$ cat config.mk
export PLATFORM = sky130hd
export DESIGN_NAME = cdf_hist_server
export DESIGN_NICKNAME = d
export VERILOG_FILES = /design/src/rtl/cdf_hist_server.sv
export SDC_FILE = /design/constraint.sdc
export NUM_CORES = 1
export LEC_CHECK = 0
export ABC_AREA = 1
export BUFFER_PORTS_ARGS = -buffer_cell sky130_fd_sc_hd__buf_2
export CAP_MARGIN = 15
export CORE_MARGIN = 4
export CORE_UTILIZATION = 50
export CTS_BUF_LIST = sky130_fd_sc_hd__clkbuf_16
export CTS_CLUSTER_DIAMETER = 150
export DETAILED_ROUTE_END_ITERATION = 10
export GPL_ROUTABILITY_DRIVEN = 0
export PLACE_DENSITY = 0.93
export SYNTH_ARGS = -nofsm -noshare
export SYNTH_HDL_FRONTEND = slang
export SYNTH_SLANG_ARGS = --single-unit
$ cat constraint.sdc
create_clock -name clk -period 3.92 [get_ports clk]
set_input_delay 0.196 -clock clk [delete_from_list [all_inputs] [get_ports clk]]
set_output_delay 0.196 -clock clk [all_outputs]
set_load 0.03 [all_outputs]
$ cat src/rtl/cdf_hist_server.sv
// rtl/cdf_hist_server.sv - histogram scratch-memory read responder with CDF write-back (optional HIST_CLAMP_EN)
module cdf_hist_server #(
    parameter int DATA_W    = 16,
    parameter int ADDR_W    = 6,
    parameter int NUM_BINS  = 64,
    parameter int MEM_LAT   = 1,
    parameter int CLAMP_MAX = 4095
) (
    input  logic              clk,
    input  logic              reset,
    input  logic              read_first_value,
    input  logic              read_next_value,
    output logic              scratch_mem_read_ready,
    output logic [DATA_W-1:0] hist_value,
    output logic              mem_rd_en,
    output logic [ADDR_W-1:0] mem_addr,
    input  logic [DATA_W-1:0] mem_rd_data,
    input  logic              cdf_computation_done,
    input  logic [DATA_W-1:0] cdf_value,
    output logic              cdf_wr_en,
    output logic [ADDR_W-1:0] cdf_wr_addr,
    output logic [DATA_W-1:0] cdf_wr_data,
    output logic              last_bin,
    output logic              req_error
`ifdef HIST_CLAMP_EN
    ,
    output logic              clamp_hit
`endif
);
    localparam logic [1:0] S_IDLE     = 2'd0;
    localparam logic [1:0] S_ISSUE    = 2'd1;
    localparam logic [1:0] S_WAIT_MEM = 2'd2;
    localparam logic [1:0] S_PRESENT  = 2'd3;
    localparam int LAT_W = (MEM_LAT < 2) ? 1 : $clog2(MEM_LAT + 1);

    logic [1:0]        state_q, state_d;
    logic [ADDR_W-1:0] addr_q, addr_d;
    logic [ADDR_W-1:0] mem_addr_q, mem_addr_d;
    logic [LAT_W-1:0]  lat_q, lat_d;
    logic [DATA_W-1:0] hist_q, hist_d;
    logic              err_q, err_d;
    logic              wr_en_q, wr_en_d;
    logic [ADDR_W-1:0] wr_addr_q, wr_addr_d;
    logic [DATA_W-1:0] wr_data_q, wr_data_d;
    logic              clip_q, clip_d;
    logic              at_last;
    logic              any_req;

    assign at_last = (addr_q == ADDR_W'(NUM_BINS - 1));
    assign any_req = read_first_value | read_next_value;

    always_comb begin
        state_d    = state_q;
        addr_d     = addr_q;
        mem_addr_d = mem_addr_q;
        lat_d      = lat_q;
        hist_d     = hist_q;
        err_d      = err_q;
        clip_d     = clip_q;
        case (state_q)
            S_IDLE: begin
                if (read_first_value) begin
                    addr_d     = '0;
                    mem_addr_d = '0;
                    state_d    = S_ISSUE;
                end else if (read_next_value) begin
                    if (at_last) begin
                        err_d = 1'b1;
                    end else begin
                        addr_d     = addr_q + 1'b1;
                        mem_addr_d = addr_q + 1'b1;
                        state_d    = S_ISSUE;
                    end
                end
            end
            S_ISSUE: begin
                lat_d   = LAT_W'(MEM_LAT);
                state_d = S_WAIT_MEM;
            end
            S_WAIT_MEM: begin
                if (lat_q == LAT_W'(1)) begin
`ifdef HIST_CLAMP_EN
                    if (mem_rd_data > DATA_W'(CLAMP_MAX)) begin
                        hist_d = DATA_W'(CLAMP_MAX);
                        clip_d = 1'b1;
                    end else begin
                        hist_d = mem_rd_data;
                    end
`else
                    hist_d = mem_rd_data;
`endif
                    state_d = S_PRESENT;
                end else begin
                    lat_d = lat_q - 1'b1;
                end
            end
            default: state_d = S_IDLE;
        endcase
        // Any request outside IDLE is dropped and flagged.
        if (state_q != S_IDLE && any_req) begin
            err_d = 1'b1;
        end
    end

    // Write-back runs beside the read FSM and tracks the address as of the done cycle.
    always_comb begin
        wr_en_d   = cdf_computation_done;
        wr_addr_d = wr_addr_q;
        wr_data_d = wr_data_q;
        if (cdf_computation_done) begin
            wr_addr_d = addr_q;
            wr_data_d = cdf_value;
        end
    end

    always_ff @(posedge clk) begin
        if (!reset) begin
            state_q    <= S_IDLE;
            addr_q     <= '0;
            mem_addr_q <= '0;
            lat_q      <= '0;
            hist_q     <= '0;
            err_q      <= 1'b0;
            clip_q     <= 1'b0;
            wr_en_q    <= 1'b0;
            wr_addr_q  <= '0;
            wr_data_q  <= '0;
        end else begin
            state_q    <= state_d;
            addr_q     <= addr_d;
            mem_addr_q <= mem_addr_d;
            lat_q      <= lat_d;
            hist_q     <= hist_d;
            err_q      <= err_d;
            clip_q     <= clip_d;
            wr_en_q    <= wr_en_d;
            wr_addr_q  <= wr_addr_d;
            wr_data_q  <= wr_data_d;
        end
    end

    assign scratch_mem_read_ready = (state_q == S_PRESENT);
    assign mem_rd_en              = (state_q == S_ISSUE);
    assign mem_addr               = mem_addr_q;
    assign hist_value             = hist_q;
    assign cdf_wr_en              = wr_en_q;
    assign cdf_wr_addr            = wr_addr_q;
    assign cdf_wr_data            = wr_data_q;
    assign last_bin               = at_last;
    assign req_error              = err_q;

`ifdef HIST_CLAMP_EN
    assign clamp_hit = clip_q;
`else
    // Clip level and flag have no role without the clamp.
    logic unused_clamp;
    assign unused_clamp = clip_q ^ (^DATA_W'(CLAMP_MAX));
`endif
endmodule

# After elaboration in Yosys (flattened, before gate mapping)
# Cells that the tools add are included.
# totals
ff_bits	49
latchBits	0
ramBits	0
romBits	0
memories	0
# op_classes
addsub	2
mul	0
n_div	0
n_lt_le_gt_ge	0
n_eq_ne	9
shift	0
n_mux	15
bitwise_logic	1
n_reduce_logical	12
# op_table
operator	count
$mux 6	3
$reduce_bool 2->1	6
$mux 2	4
$add 6x1->6 const B	1
$eq 6x6->1 const B	1
$mux 1	6
$ne 3x3->1 const B	2
$pmux 2 s3	1
$reduce_and 3->1	2
$eq 2x2->1 const B	2
$ne 2x2->1 const B	2
$reduce_and 4->1	1
$eq 2x1->1 const B	1
$logic_not 2->1	1
$ne 2x1->1 const B	1
$pmux 1 s2	1
$reduce_and 2->1	1
$logic_and 1x1->1	1
$or 1x1->1	1
$sub 1x1->1 const B	1

# Longest topological paths before layout
# depth
word_depth	6
depth_mapped	8
depth_no_buf	8

# Worst setup path after synthesis
# No wires, ideal clock.
# synth_timing
kind	reg2reg
from	register, netlist name mem_addr[0]
to	register state_q[0]
setup_time_ns	0.110
t_arrival_ns	1.574
setup_slack_ns	2.236
path_stages_with_launch	9
n_path_buf	0
synth_period_minus_slack_ns	1.684
cell_sequence	dfxtp_1 > ha_1 > nand3_2 > nor2_4 > nand3_1 > nand3_1 > nand2_1 > inv_1 > nor2_1
# synth_rtl
item	line_no	rtl
end signal, assigned	129	state_q <= state_d;
end, declared	36	logic [1:0] state_q, state_d;

# Worst setup path in the final report
# layout_timing
from	register state_q[0]
to	register hist_q[8] (netlist: hist_value[8])
# layout_via
elab_chain_len	2
# layout_lines
item	line_no	rtl
$eq 2x2->1	60	case (state_q)
$reduce_and 2->1 (no line)	--	
end signal, assigned	133	hist_q <= hist_d;
end, declared	40	logic [DATA_W-1:0] hist_q, hist_d;
# No other way between the ends.
# A chain may end at the register's enable or synchronous reset.

==> metrics.cfg <==
[placement]
hpwlAfterDp_um=3400
io_buffers=85
dpl_cell_area_um2=2410
place_inst=380
pre_cts_ws_ns=2.17

[worst_setup_path]
path_buf_inv=2
cp-end-kind=flip-flop
crit_chain=inv_1 -> ha_1 -> nand2_1 -> inv_1 -> nor2_1 -> nor2_1
r2r_start=state_q[0]$_SDFFE_PN0P_
worstSetupStartpointType=flip-flop
critical-path-top-delay-family=simple AND/OR/NAND/NOR gates
cp-startpoint=state_q[0]$_SDFFE_PN0P_
cp_max_fo=17
cp_data_arrival_time_ns=1.94
cp.required_ns=4.09
path_class=flip-flop to flip-flop
worst_path_largest_cell_delay_ns=0.38
slowest_stage=dfxtp_1

[synth]
synth.net_count=301
synth_top_area_share_pct=49.8
postSynthAreaPerCell_um2=7.63
netlist_area_um2=1970
syn-instance-count=258
ys_seq_area_share_pct=49.8
synth-seq-cells=49
yosysTopAreaCell=dfxtp_1
synth_area_leaders=dfxtp_1 50%, nor2_1 16%, o21ai_0 9.7%, ha_1 3.8%, inv_1 3.8%
yosys_warnings=0
ys_types=19

[layout]
final_cells=387
final_area_um2=2540
insertedDiodeCount=0
fillers=326
nets=382
final_core_util_pct=67.9
drive_gt1_share_pct=29.2
area_growth_pct=29.1

[sta]
setup-violations-final=0
clock_skew_ns=0.00293
period_share_pct=45.1
layout_min_cycle_time_ns=1.77
layout_setup_ws_ns=2.15
tns_ns=0
slew_headroom_pct=58.8
rsz0062_at_grt=false
drv_slew=0
max_freq_mhz=565
worstMarginPinSlew_ns=0.618
hold_viol=0
hold-worst-slack_ns=0.133

[clock_tree]
cts_max_level=2
path_clk_slew_ns=0.06
cts_resized=0
post_cts.repair.setup_buffers=0
holdBufCountCts=0
cts_sinks=49
clkLatencyLatePin_ns=0.28
cts_tree=yes
cts_buffers=5
cts_root_buf=clkbuf_16
clock_tree.buffer_depth=2

[global_routing]
grt_pass1_wl_um=7640
overflow=0
grt_pass1_vias=1711
grt_start_max_net_pins=44
grt_use_total_pct=19.0
antenna_found_initial=0

[status]
status=finished, final reports clean

[power_and_ir_drop]
internal_power_mw=0.938
power_mw=1.45
net-switching-power_mw=0.516
leakagePower_nw=1.32
seqPwrFrac_pct=41.8
power_frac_clock_pct=27.2
p_comb_share_pct=31.0
switching_share_pct=35.5
ir_worst_vdd_v=0.000270
powerDensity_nw_per_um2=572

[die]
pin_count=86
rows=22
start_util_pct=52.6
dieArea_um2=5010
chipHeight_um=70.8
chipWidth_um=70.8
core-area_um2=3740

[route]
wl_per_cell_um=12.3
dr.pass1.iters=4
viasPerCell=4.96
drt_wl_total_um=4770
drt_iter0_drc=93
via_count=1920
antenna_left=0
drc_errors=0

[hold_path]
hp-start=cdf_value[4]
hold_path_class=primary input to flip-flop

[flow_run]
drv_cap=0

flip-flops by register name (all words and copies together), names as in the netlist:
name and cells:
cdf_wr_addr 6, cdf_wr_data 16, cdf_wr_en 1, hist_value 16, lat_q 1, mem_addr 6
req_error 1, state_q 2
placed cells by master, fill, tap and decap left out, drive strengths merged:
cell	Yosys	final
o21ai	38	38
ha	6	6
nand2	20	20
a21oi	9	9
nand4	5	5
nor2	84	84
buf	4	85
nand3	9	9
inv	22	22
dfxtp	49	49
clkinvlp	0	1
o21bai	5	5
clkinv	0	1
clkbuf	7	5
power groups by stage:
stage	Sequential (mW)	Clock, mW	Combinational, mW
6_report	0.608	0.396	0.451
5_1_grt	0.617	0.433	0.495
4_1_cts	0.607	0.406	0.453
3_5_place_dp	0.617	0	0.450
3_3_place_gp	0.612	0	0.436
2_1_floorplan	0.713	0	0.239
worst min-delay path, stage by stage:
cell	delay (ns)
buf_2	0.07
nor2_1	0.03
nor2_1	0.08
cell families (layout without fill, tap and decap cells):
logic type,Yosys count,in the layout,share of synthesized area [%]
adder cells (fa/ha/maj),6,6,3.81
AO/OA/AOI/OAI,52,52,13.8
flip-flops,49,49,49.8
AND/OR/NAND/NOR,118,118,25.9
buffers and inverters,33,114,6.67
cells in the mapped netlist (all sizes together):
master   n
nor2    84
buf      4
o21bai   5
ha       6
clkbuf   7
a21oi    9
o21ai   38
nand2   20
nand4    5
inv     22
dfxtp   49
nand3    9
metal layers:
metal | vias up | track usage, % | part of all wire, % | routed length (µm)
met5 | - | 0 | 0 | 0
met1 | 850 | 23.6 | 42 | 1980
met2 | 78 | 31.0 | 48 | 2270
li1 | 984 | - | - | -
met3 | 8 | 5.11 | 9.4 | 448
met4 | 0 | 7.93 | 1.5 | 70
worst paths after layout:
path         depth (start not counted)  slack [ns]                          end
max                                  6        2.15   hist_value[8]$_SDFFE_PN0P_
min                                  3        0.13  cdf_wr_data[4]$_SDFFE_PN0P_
max reg2reg                          6        2.15   hist_value[8]$_SDFFE_PN0P_
min reg2reg                          2        0.47       req_error$_SDFFE_PN0P_
final cells by class:
cell class	instances	area (µm²)	share of cell area (%)
Sequential cell	49	981	38.6
Multi-Input combinational cell	176	857	33.7
Timing Repair Buffer	85	425	16.7
Clock buffer	5	125	4.92
Inverter	22	82.6	3.25
Tap cell	48	60.1	2.36
Clock inverter	2	11.3	0.443
(Power assumes the default switching activity.)
